===== config.mk =====
export PLATFORM = sky130hd
export DESIGN_NAME = div_unit
export DESIGN_NICKNAME = d
export VERILOG_FILES = /design/src/rtl/div_unit_pkg.sv /design/src/rtl/div_unit.sv
export SDC_FILE = /design/constraint.sdc
export NUM_CORES = 1
export LEC_CHECK = 0
export ABC_AREA = 1
export CELL_PAD_IN_SITES_DETAIL_PLACEMENT = 1
export CELL_PAD_IN_SITES_GLOBAL_PLACEMENT = 1
export CORE_ASPECT_RATIO = 0.9
export CORE_MARGIN = 2
export CORE_UTILIZATION = 38
export CTS_BUF_LIST = sky130_fd_sc_hd__clkbuf_8
export DETAILED_ROUTE_END_ITERATION = 10
export HOLD_SLACK_MARGIN = 0.1
export MAX_ROUTING_LAYER = met4
export PLACE_DENSITY = 0.84
export SLEW_MARGIN = 20
export SYNTH_ARGS = -nofsm -noshare
export SYNTH_HDL_FRONTEND = slang
export SYNTH_SLANG_ARGS = --single-unit

===== constraint.sdc =====
create_clock -name clk -period 5.15 [get_ports clk]
set_input_delay 0.7725 -clock clk [delete_from_list [all_inputs] [get_ports clk]]
set_output_delay 0.7725 -clock clk [all_outputs]
set_load 0.005 [all_outputs]

===== src/rtl/div_unit_pkg.sv =====
// Shared data-path widths and divider state codes for the EX-stage divider.
package div_unit_pkg;

  localparam int unsigned DataBus = 32;

  typedef enum logic [1:0] {
    DIV_IDLE,
    DIV_RUN,
    DIV_DONE
  } div_state_e;

endpackage


===== src/rtl/div_unit.sv =====
// Multi-cycle radix-2 restoring divider for DIV/DIVU; returns {rem, quot} and
// holds the pipeline via stall_req until the result is ready.
module div_unit
  import div_unit_pkg::*;
#(
  parameter int unsigned WIDTH = DataBus
) (
  input  logic               clk,
  input  logic               rst,
  input  logic               start,
  input  logic               signed_op,
  input  logic [WIDTH-1:0]   dividend,
  input  logic [WIDTH-1:0]   divisor,
  input  logic               cancel,
  input  logic               ack,
  output logic [2*WIDTH-1:0] result,
  output logic               ready,
  output logic               busy,
  output logic               stall_req
);

  localparam int unsigned CW = $clog2(WIDTH);

  div_state_e         state, state_nxt;
  logic [CW-1:0]      count;
  logic [WIDTH-1:0]   rem_q, quot_q, abs_b;
  logic               neg_q, neg_r;
  logic [2*WIDTH-1:0] result_q;

  logic               a_neg, b_neg, last, keep;
  logic [WIDTH-1:0]   abs_a_in, abs_b_in;
  logic [WIDTH:0]     shifted;
  logic [WIDTH-1:0]   rem_nxt, quot_nxt, rem_fix, quot_fix;

  always_comb begin
    a_neg    = signed_op & dividend[WIDTH-1];
    b_neg    = signed_op & divisor[WIDTH-1];
    abs_a_in = a_neg ? -dividend : dividend;
    abs_b_in = b_neg ? -divisor : divisor;
    last     = (count == CW'(WIDTH-1));

    // Shifted remainder needs one extra bit: an unsigned divisor can exceed 2^(WIDTH-1).
    shifted  = {rem_q, quot_q[WIDTH-1]};
    keep     = (shifted >= {1'b0, abs_b});
    rem_nxt  = keep ? WIDTH'(shifted - {1'b0, abs_b}) : shifted[WIDTH-1:0];
    quot_nxt = {quot_q[WIDTH-2:0], keep};

    quot_fix = neg_q ? -quot_nxt : quot_nxt;
    rem_fix  = neg_r ? -rem_nxt : rem_nxt;
  end

  always_comb begin
    state_nxt = state;
    unique case (state)
      DIV_IDLE: if (start && !cancel) state_nxt = (divisor == '0) ? DIV_DONE : DIV_RUN;
      DIV_RUN: begin
        if (cancel || !start) state_nxt = DIV_IDLE;
        else if (last)        state_nxt = DIV_DONE;
      end
      DIV_DONE: if (cancel || ack) state_nxt = DIV_IDLE;
      default:  state_nxt = DIV_IDLE;
    endcase
  end

  always_ff @(posedge clk or posedge rst) begin
    if (rst) begin
      state    <= DIV_IDLE;
      count    <= '0;
      rem_q    <= '0;
      quot_q   <= '0;
      abs_b    <= '0;
      neg_q    <= 1'b0;
      neg_r    <= 1'b0;
      result_q <= '0;
    end else begin
      state <= state_nxt;
      unique case (state)
        DIV_IDLE: begin
          if (state_nxt == DIV_RUN) begin
            quot_q <= abs_a_in;
            rem_q  <= '0;
            abs_b  <= abs_b_in;
            neg_q  <= a_neg ^ b_neg;
            neg_r  <= a_neg;
            count  <= '0;
          end else if (state_nxt == DIV_DONE) begin
            result_q <= {dividend, {WIDTH{1'b1}}};
          end
        end
        DIV_RUN: begin
          if (state_nxt == DIV_RUN) begin
            rem_q  <= rem_nxt;
            quot_q <= quot_nxt;
            count  <= count + 1'b1;
          end else if (state_nxt == DIV_DONE) begin
            result_q <= {rem_fix, quot_fix};
          end
        end
        DIV_DONE: if (state_nxt == DIV_IDLE) result_q <= '0;
        default: result_q <= '0;
      endcase
    end
  end

  assign result    = result_q;
  assign ready     = (state == DIV_DONE);
  assign busy      = (state != DIV_IDLE);
  assign stall_req = start & ~ready;

endmodule


Word level (Yosys, flattened, before mapping)
Cells that the tools add are included.

operators by class
  $add $sub $neg = 6
  order comparisons = 1
  equal/unequal tests = 12
  muxes and demuxes = 26
  bitwise operators = 5
  reductions and logical operators = 13

operators by type and width
  cell                   number
  $mux W64               5
  $mux W32               9
  $pmux W64 S3           1
  $neg A32 Y32           4
  $pmux W32 S2           2
  $ge A33 B32 Y1         1
  $logic_not A32 Y1      1
  $sub A32 B32 Y32       1
  $ne A2 B2 Y1 const B   6
  $mux W2                5
  $mux W5                2
  $pmux W5 S2            1
  $pmux W2 S3            1
  $add A5 B1 Y5 const B  1
  $eq A5 B5 Y1 const B   1
  $reduce_and A5 Y1      1
  $eq A2 B1 Y1 const B   2
  $eq A2 B2 Y1 const B   2
  $logic_not A2 Y1       2
  $reduce_bool A2 Y1     2
  $and A1 B1 Y1          3
  $reduce_and A3 Y1      1
  $logic_not A1 Y1       2
  $logic_or A1 B1 Y1     2
  5 further kinds        5

word-level totals
  bits in registers = 169
  input bits = 70
  output and inout bits = 67
  word-level logic and storage cells = 71

Depth between registers and ports, before layout
Gate-level depths: netlist of the first run.

  word-level depth = 8
  gate-level depth with buffers = 32
  mapped depth without buffers = 31

Least setup slack after synthesis of the first run
Ideal clock, no wire load.

  path type = flip-flop to flip-flop
  start point = register rem_q[23]
  end point = register result_q[30], in the netlist result[30]
  library setup time = 0.123 ns
  arrival = 3.487 ns
  data required time = 5.027 ns
  setup slack = 1.540 ns
  cell stages (with the launch flop) = 30
  buffers on the path = 1
  period minus slack after synthesis = 3.610 ns
  cell sequence = dfrtp_1 > ha_1 > nand2_1 > inv_1 > nand2_1 > nand2_1 > a21oi_2 > nor2_2 > nor2_8 > nand2_4 > buf_6 > inv_2 > ha_1 > inv_1 > nor3_2 > nand2_1 > nor3_2 > nand2_1 > nor3_2 > nand3_1 > nor2_1 > nand3_1 > nor2_2 > nand3_1 > nand2_1 > o21ai_1 > nand2_1 > nand2_1 > o21ai_0 > nand2_1

between the ends
  longest elaborated chain between the ends = 6

RTL lines
  item                    line            text
  start, declared         div_unit.sv:26  logic [WIDTH-1:0] rem_q, quot_q, abs_b;
  start signal, assigned  div_unit.sv:92  rem_q <= rem_nxt;
  $ge A33 B32 Y1          div_unit.sv:44  keep = (shifted >= {1'b0, abs_b});
  $neg A32 Y32            div_unit.sv:48  quot_fix = neg_q ? -quot_nxt : quot_nxt;
  $mux W32                div_unit.sv:48
  $mux W64                div_unit.sv:95  end else if (state_nxt == DIV_DONE) begin
  $mux W64                div_unit.sv:91  if (state_nxt == DIV_RUN) begin
  $pmux W64 S3            div_unit.sv:77  unique case (state)
  end signal, assigned    div_unit.sv:87  result_q <= {dividend, {WIDTH{1'b1}}};
  end signal, assigned    div_unit.sv:96  result_q <= {rem_fix, quot_fix};
  end, declared           div_unit.sv:28  logic [2*WIDTH-1:0] result_q;

Every way passes these cells. The select of a mux whose other input is x is not followed.
A chain may end at the register's enable or synchronous reset.

Worst setup path after layout of the first run
  start point = register abs_b[2]
  end point = register result_q[30], in the netlist result[30]

between the ends
  longest elaborated chain between the ends = 6

RTL lines
  item                    line            text
  start, declared         div_unit.sv:26
  start signal, assigned  div_unit.sv:82  abs_b <= abs_b_in;
  $ge A33 B32 Y1          div_unit.sv:44
  $neg A32 Y32            div_unit.sv:48
  $mux W32                div_unit.sv:48
  $mux W64                div_unit.sv:95
  $mux W64                div_unit.sv:91
  $pmux W64 S3            div_unit.sv:77

Every way passes these cells. The select of a mux whose other input is x is not followed.

==> results.sh, run 1 <==
export IMPL_netlist_instances=2108
export IMPL_netlist_area_sq_um=13300
export IMPL_die_w_microns=201
export IMPL_firstDrtPassIters=5
export IMPL_hold_violations=0
export IMPL_die_height_microns=182
export IMPL_fin_util_pct=44.4
export IMPL_hp_class="flip-flop to flip-flop"
export IMPL_dieArea_sq_um=36500
export IMPL_crit_arrival_ps=4860
export IMPL_slew_headroom_pct=24.7
export IMPL_hold_buffers=0
export IMPL_status="finished clean"
export IMPL_antenna_found_initial=1
export IMPL_avgViaCountPerCell=5.32
export IMPL_p_leak_nw=7.86
export IMPL_min_period_ps=4470
export IMPL_worst_slew_pin_slew_ps=1130
export IMPL_fin_area_sq_um=15400
export IMPL_max_cap_violations=0
export IMPL_boundaryPins=137
export IMPL_grt_max_degree=170
export IMPL_grt_pass1_vias=14700
export IMPL_port_buffers=136
export IMPL_postRouteAntennaNets=0
export IMPL_r2r_slack_ps=680
export IMPL_clock_sinks=169
export IMPL_synth_edf_count=0
export IMPL_crit_fanout=6
export IMPL_synth_top_area_share_pct=31.8
export IMPL_grt_ovfl_total=0
export IMPL_reg2reg_depth=31
export IMPL_r2r_start="abs_b[2]"
export IMPL_synth_distinct_cells=51
export IMPL_postPlaceCellArea_sq_um=15100
export IMPL_clockBufferDepth=2
export IMPL_routed_wl_microns=51700
export IMPL_crit_required_ps=5540
export IMPL_core_rowCount=65
export IMPL_hp_start="abs_b[27]"
export IMPL_gp_congestion=0.955
export IMPL_start_util_pct=38.2
export IMPL_drc=0
export IMPL_drive_above_1_share_pct=5.48
export IMPL_cts_buffers=17
export IMPL_synthTopCellsByCount="nand2_1, inv_1, nor2_1"
export IMPL_crit_type="flip-flop to flip-flop"
export IMPL_synth_seq_cells=169
export IMPL_ctsHtreeMaxLevel=4
export IMPL_clk_pin_slew_worst_paths_ps=100
export IMPL_final_max_slew_viol_count=0
export IMPL_syn_to_final_growth_pct=16.1
export IMPL_synth_area_per_cell_sq_um=6.31
export IMPL_dp_slack_ps=697
export IMPL_fmax_mhz=224
export IMPL_synthArstFlopShare_pct=100
export IMPL_r2r_end="result[30]"
export IMPL_grt_pass1_wl_microns=82100
export IMPL_hpwl_microns=40800
export IMPL_root_buffer="clkbuf_8"
export IMPL_period_share_pct=86.8
export IMPL_slowest_delay_ps=400
export IMPL_rsz0062_at_grt="false"
export IMPL_cts_resized=0
export IMPL_yosys_area_top_type="dfrtp_1"
export IMPL_setup_viol=0
export IMPL_cts_tree="built"
export IMPL_grt_usage_pct=29.6
export IMPL_synth_flop_cell="dfrtp_1"
export IMPL_detail_route_wl_per_cell_microns=19.2
export IMPL_hold_path_depth=2
export IMPL_slowest_stage="dfrtp_1"
export IMPL_synth_seq_area_share_pct=31.8
export IMPL_tns_ps=0
export IMPL_detailedRoute_firstIterationViolations=1060
export IMPL_holdWs_ps=492
export IMPL_endpoint_kind="flip-flop"
export IMPL_yosysWarningCount=0
export IMPL_syn_nets=2217
export IMPL_n_antenna_cell=0
export IMPL_finClkSkew_ps=18.8
export IMPL_post_route_worst_setup_slack_ps=682
export IMPL_crit_top_cell="nand2_1"
export IMPL_design_core_area_sq_um=34800
export IMPL_insertion_delay_ps=520
export IMPL_final_nets=2322
export IMPL_vias=14400
export IMPL_cts_setup_buffers=0
export IMPL_startpoint_type="flip-flop"
export IMPL_hold_path_end="abs_b[27]"
export IMPL_p_per_area_nw_per_um2=412
export IMPL_ys_top_cells_by_area="dfrtp_1, nand2_1, inv_1, o21ai_0, nand3_1"
export IMPL_synth_most_common_cell="nand2_1"
export IMPL_ir_drop_mv=0.261
-- through the flow --
| stage | total power [W] | std cells |
|---|---|---|
| after floorplan | 0.00422 | 2108 |
| after global placement | 0.00529 | 2663 |
| after detailed placement | 0.00538 | 2663 |
| after CTS | 0.00633 | 2695 |
| after global routing | 0.00687 | 2695 |
| final | 0.00636 | 2695 |
-- final cells by class --
| cell class | count | area (sq um) |
|---|---|---|
| Multi-Input combinational cell | 1577 | 7650 |
| Tap cell | 469 | 587 |
| Timing Repair Buffer | 157 | 1530 |
| Inverter | 291 | 1100 |
| Clock inverter | 14 | 103 |
| Clock buffer | 18 | 248 |
| Fill cell | 4713 | 19400 |
| Sequential cell | 169 | 4230 |
-- logic make-up after synthesis --
logic type               count (synthesis)  synth area share, %
buffers and inverters                  362                 10.8
multiplexers                             1               0.0752
flip-flops                             169                 31.8
AO/OA/AOI/OAI                          326                 13.2
adder cells (fa/ha/maj)                 39                 3.72
XOR/XNOR                                54                 3.55
AND/OR/NAND/NOR                       1157                 36.8
-- metal layers --
layer	wire (microns)	GRT usage, %	up-vias
met1	25200	41.3	7051
met4	1090	7.88	0
li1	-	-	6886
met5	0	-	-
met3	2910	5.40	71
met2	22400	44.1	342
-- where the power goes --
group | switching [W] | internal [W] | leakage (nW)
Clock | 0.000581 | 0.000348 | 0.182
Combinational | 0.00257 | 0.00113 | 5.48
Sequential | 0.000203 | 0.00153 | 2.20
Total | 0.00336 | 0.00300 | 7.86
-- worst max-delay path by stage --
| stage | start | endpoint | slack, ps | depth (start not counted) |
|---|---|---|---|---|
| 4_1_cts | abs_b[2] | result[30] | 760 | 31 |
| 2_1_floorplan | rem_q[23] | result[30] | 1540 | 29 |
| 3_5_place_dp | divisor[0] | result[23] | 700 | 17 |
| 3_3_place_gp | divisor[0] | result[30] | 900 | 17 |
| 5_1_grt | abs_b[2] | result[30] | 130 | 31 |
| 6_report | abs_b[2] | result[30] | 680 | 31 |
-- state kept, by name (all words and copies together), names as in the netlist --
register,flops
rem_q,32
quot_q,32
count,5
abs_b,32
neg_r,1
state,2
result,64
neg_q,1
-- layout by cell type, fill, tap and decap left out, drive strengths merged, types with 4 or more instances in the layout --
| cell | count |
|---|---|
| nand2 | 735 |
| inv | 288 |
| o21ai | 210 |
| nor2 | 199 |
| dfrtp | 169 |
| nand3 | 147 |
| clkdlybuf4s50 | 136 |
| a21oi | 68 |
| nor3 | 39 |
| ha | 38 |
| xor2 | 37 |
| buf | 21 |
| clkbuf | 18 |
| xnor2 | 17 |
| nand4 | 16 |
| clkinv | 14 |
| o22ai | 13 |
| o211ai | 10 |
| a31oi | 8 |
| nand3b | 7 |
| nor4 | 6 |
| or2 | 5 |
| a21o | 4 |
| o31ai | 4 |
-- critical path, delay by kind of cell (launching register included) --
kind	cells	cell delay, ps
AND/OR/NAND/NOR	24	2850
flip-flops	1	400
buffers and inverters	3	350
AO/OA/AOI/OAI	2	260
adder cells (fa/ha/maj)	2	490
No activity file was read; power rests on OpenSTA's default activity.
==> run 2, diff against run 1 <==
--- a/config.mk
+++ b/config.mk
@@ -16,6 +16,7 @@
 export HOLD_SLACK_MARGIN = 0.1
 export MAX_ROUTING_LAYER = met4
 export PLACE_DENSITY = 0.84
+export SKIP_CTS_REPAIR_TIMING = 1
 export SLEW_MARGIN = 20
 export SYNTH_ARGS = -nofsm -noshare
 export SYNTH_HDL_FRONTEND = slang
==> results of run 2 <==
No change in the layout: final DEF, timing and power equal those of run 1.
==> run 3, diff against run 2 <==
==> constraint.sdc (replaced) <==
create_clock -name clk -period 5.15 [get_ports clk]
set_input_delay 1.545 -clock clk [delete_from_list [all_inputs] [get_ports clk]]
set_output_delay 1.545 -clock clk [all_outputs]
set_load 0.005 [all_outputs]
==> run 3 against run 2 <==
Effect of this change:
- combinational power about the same
- count of clock-buffer cells in the layout unchanged
- fmax decreased by 2.3%
- global-route usage decreased by 0.078 points
- first-iteration DRC count increased by 9.4%
- critical endpoint unchanged
- highest routed layer unchanged
==> results.sh, run 3 (same netlist as run 1, synthesis figures left out) <==
export IMPL_worst_slew_pin_slew_ps=1010
export IMPL_dieArea_sq_um=36500
export IMPL_root_buffer="clkbuf_8"
export IMPL_detailedRoute_firstIterationViolations=1160
export IMPL_slowest_stage="dfrtp_1"
export IMPL_hold_violations=0
export IMPL_ctsHtreeMaxLevel=4
export IMPL_reg2reg_depth=31
export IMPL_cts_buffers=17
export IMPL_finClkSkew_ps=23.8
export IMPL_slew_headroom_pct=32.4
export IMPL_crit_top_cell="nand2_1"
export IMPL_p_leak_nw=7.93
export IMPL_final_max_slew_viol_count=0
export IMPL_p_per_area_nw_per_um2=418
export IMPL_crit_arrival_ps=4970
export IMPL_die_w_microns=201
export IMPL_detail_route_wl_per_cell_microns=19.1
export IMPL_gp_congestion=0.950
export IMPL_crit_fanout=5
export IMPL_clock_sinks=169
export IMPL_crit_type="flip-flop to flip-flop"
export IMPL_setup_viol=0
export IMPL_cpLargestDelayFamily="simple AND/OR/NAND/NOR gates"
export IMPL_grt_ovfl_total=0
export IMPL_fmax_mhz=219
export IMPL_max_cap_violations=0
export IMPL_antenna_found_initial=0
export IMPL_ir_drop_mv=0.280
export IMPL_crit_buf_inv=4
export IMPL_endpoint_kind="flip-flop"
export IMPL_final_common_cell="nand2_1"
export IMPL_grt_usage_pct=29.5
export IMPL_grt_pass1_wl_microns=81800
export IMPL_grt_max_degree=65
export IMPL_hp_class="flip-flop to flip-flop"
export IMPL_cts_tree="built"
export IMPL_startpoint_type="flip-flop"
export IMPL_final_nets=2328
export IMPL_boundaryPins=137
export IMPL_p_total_w=0.00652
export IMPL_core_rowCount=65
export IMPL_design_core_area_sq_um=34800
export IMPL_period_share_pct=88.8
export IMPL_vias=14400
export IMPL_avgViaCountPerCell=5.35
export IMPL_routed_wl_microns=51600
export IMPL_clockBufferDepth=2
export IMPL_grt_pass1_vias=14600
export IMPL_final_cell_mix="nand2_1, inv_1, nor2_1"
export IMPL_start_util_pct=38.2
export IMPL_port_buffers=136
export IMPL_n_antenna_cell=0
export IMPL_slowest_delay_ps=390
export IMPL_largest_reg_flops=64
export IMPL_die_height_microns=182
export IMPL_syn_to_final_growth_pct=17.2
export IMPL_insertion_delay_ps=530
export IMPL_drive_above_1_share_pct=5.61
export IMPL_clk_pin_slew_worst_paths_ps=90
export IMPL_drc=0
export IMPL_min_period_ps=4570
export IMPL_firstDrtPassIters=5
export IMPL_hpwl_microns=41100
export IMPL_rsz0062_at_grt="false"
export IMPL_tns_ps=0
export IMPL_cp_depth=31
export IMPL_hold_path_depth=2
export IMPL_postRouteAntennaNets=0
export IMPL_status="finished clean"
export IMPL_crit_required_ps=5550
-- run 3: where the power goes --
group          internal (W)  switching [W]
Combinational       0.00113        0.00255
Clock              0.000535       0.000563
Sequential          0.00153       0.000222
Total               0.00319        0.00333
-- run 3: area by class of cell --
cell class / instances / area [sq um]
Multi-Input combinational cell: 1577 / 7650
Clock buffer: 18 / 248
Sequential cell: 169 / 4230
Inverter: 291 / 1100
Timing Repair Buffer: 163 / 1610
Tap cell: 469 / 587
Fill cell: 4745 / 19200
Clock inverter: 11 / 170
-- run 3: metal layers --
metal / vias to the layer above / wire length (microns) / global-route usage, %
met5: - / 0 / -
met1: 7128 / 24400 / 40.2
met4: 0 / 971 / 7.62
met3: 62 / 3280 / 5.67
li1: 6891 / - / -
met2: 365 / 22900 / 45.1
-- run 3: through the flow --
stage	cell area (sq um)	hold slack (ps)	utilization, %	setup WS [ps]	instances
after global placement	15200	461	43.6	389	2669
after detailed placement	15200	465	43.6	250	2669
final	15600	480	44.8	578	2698
after CTS	15600	487	44.8	621	2698
after global routing	15600	521	44.8	76.4	2698
after floorplan	13300	452	-	1440	2108
-- run 3: final timing paths --
kind / end / slack (ps) / startpoint
min in group asynchronous: quot_q[28] / 1530 / rst
setup / recovery: result[30] / 580 / abs_b[3]
hold / removal: result[33] / 480 / result[33]
setup reg to reg: result[30] / 580 / abs_b[3]
max in group asynchronous: quot_q[6] / 2730 / rst
hold reg to reg: result[33] / 480 / result[33]
-- run 3: worst min-delay path, delay by kind of cell (launching register included) --
family           cells  cell delay [ps]
AND/OR/NAND/NOR      2              100
flip-flops           1              350
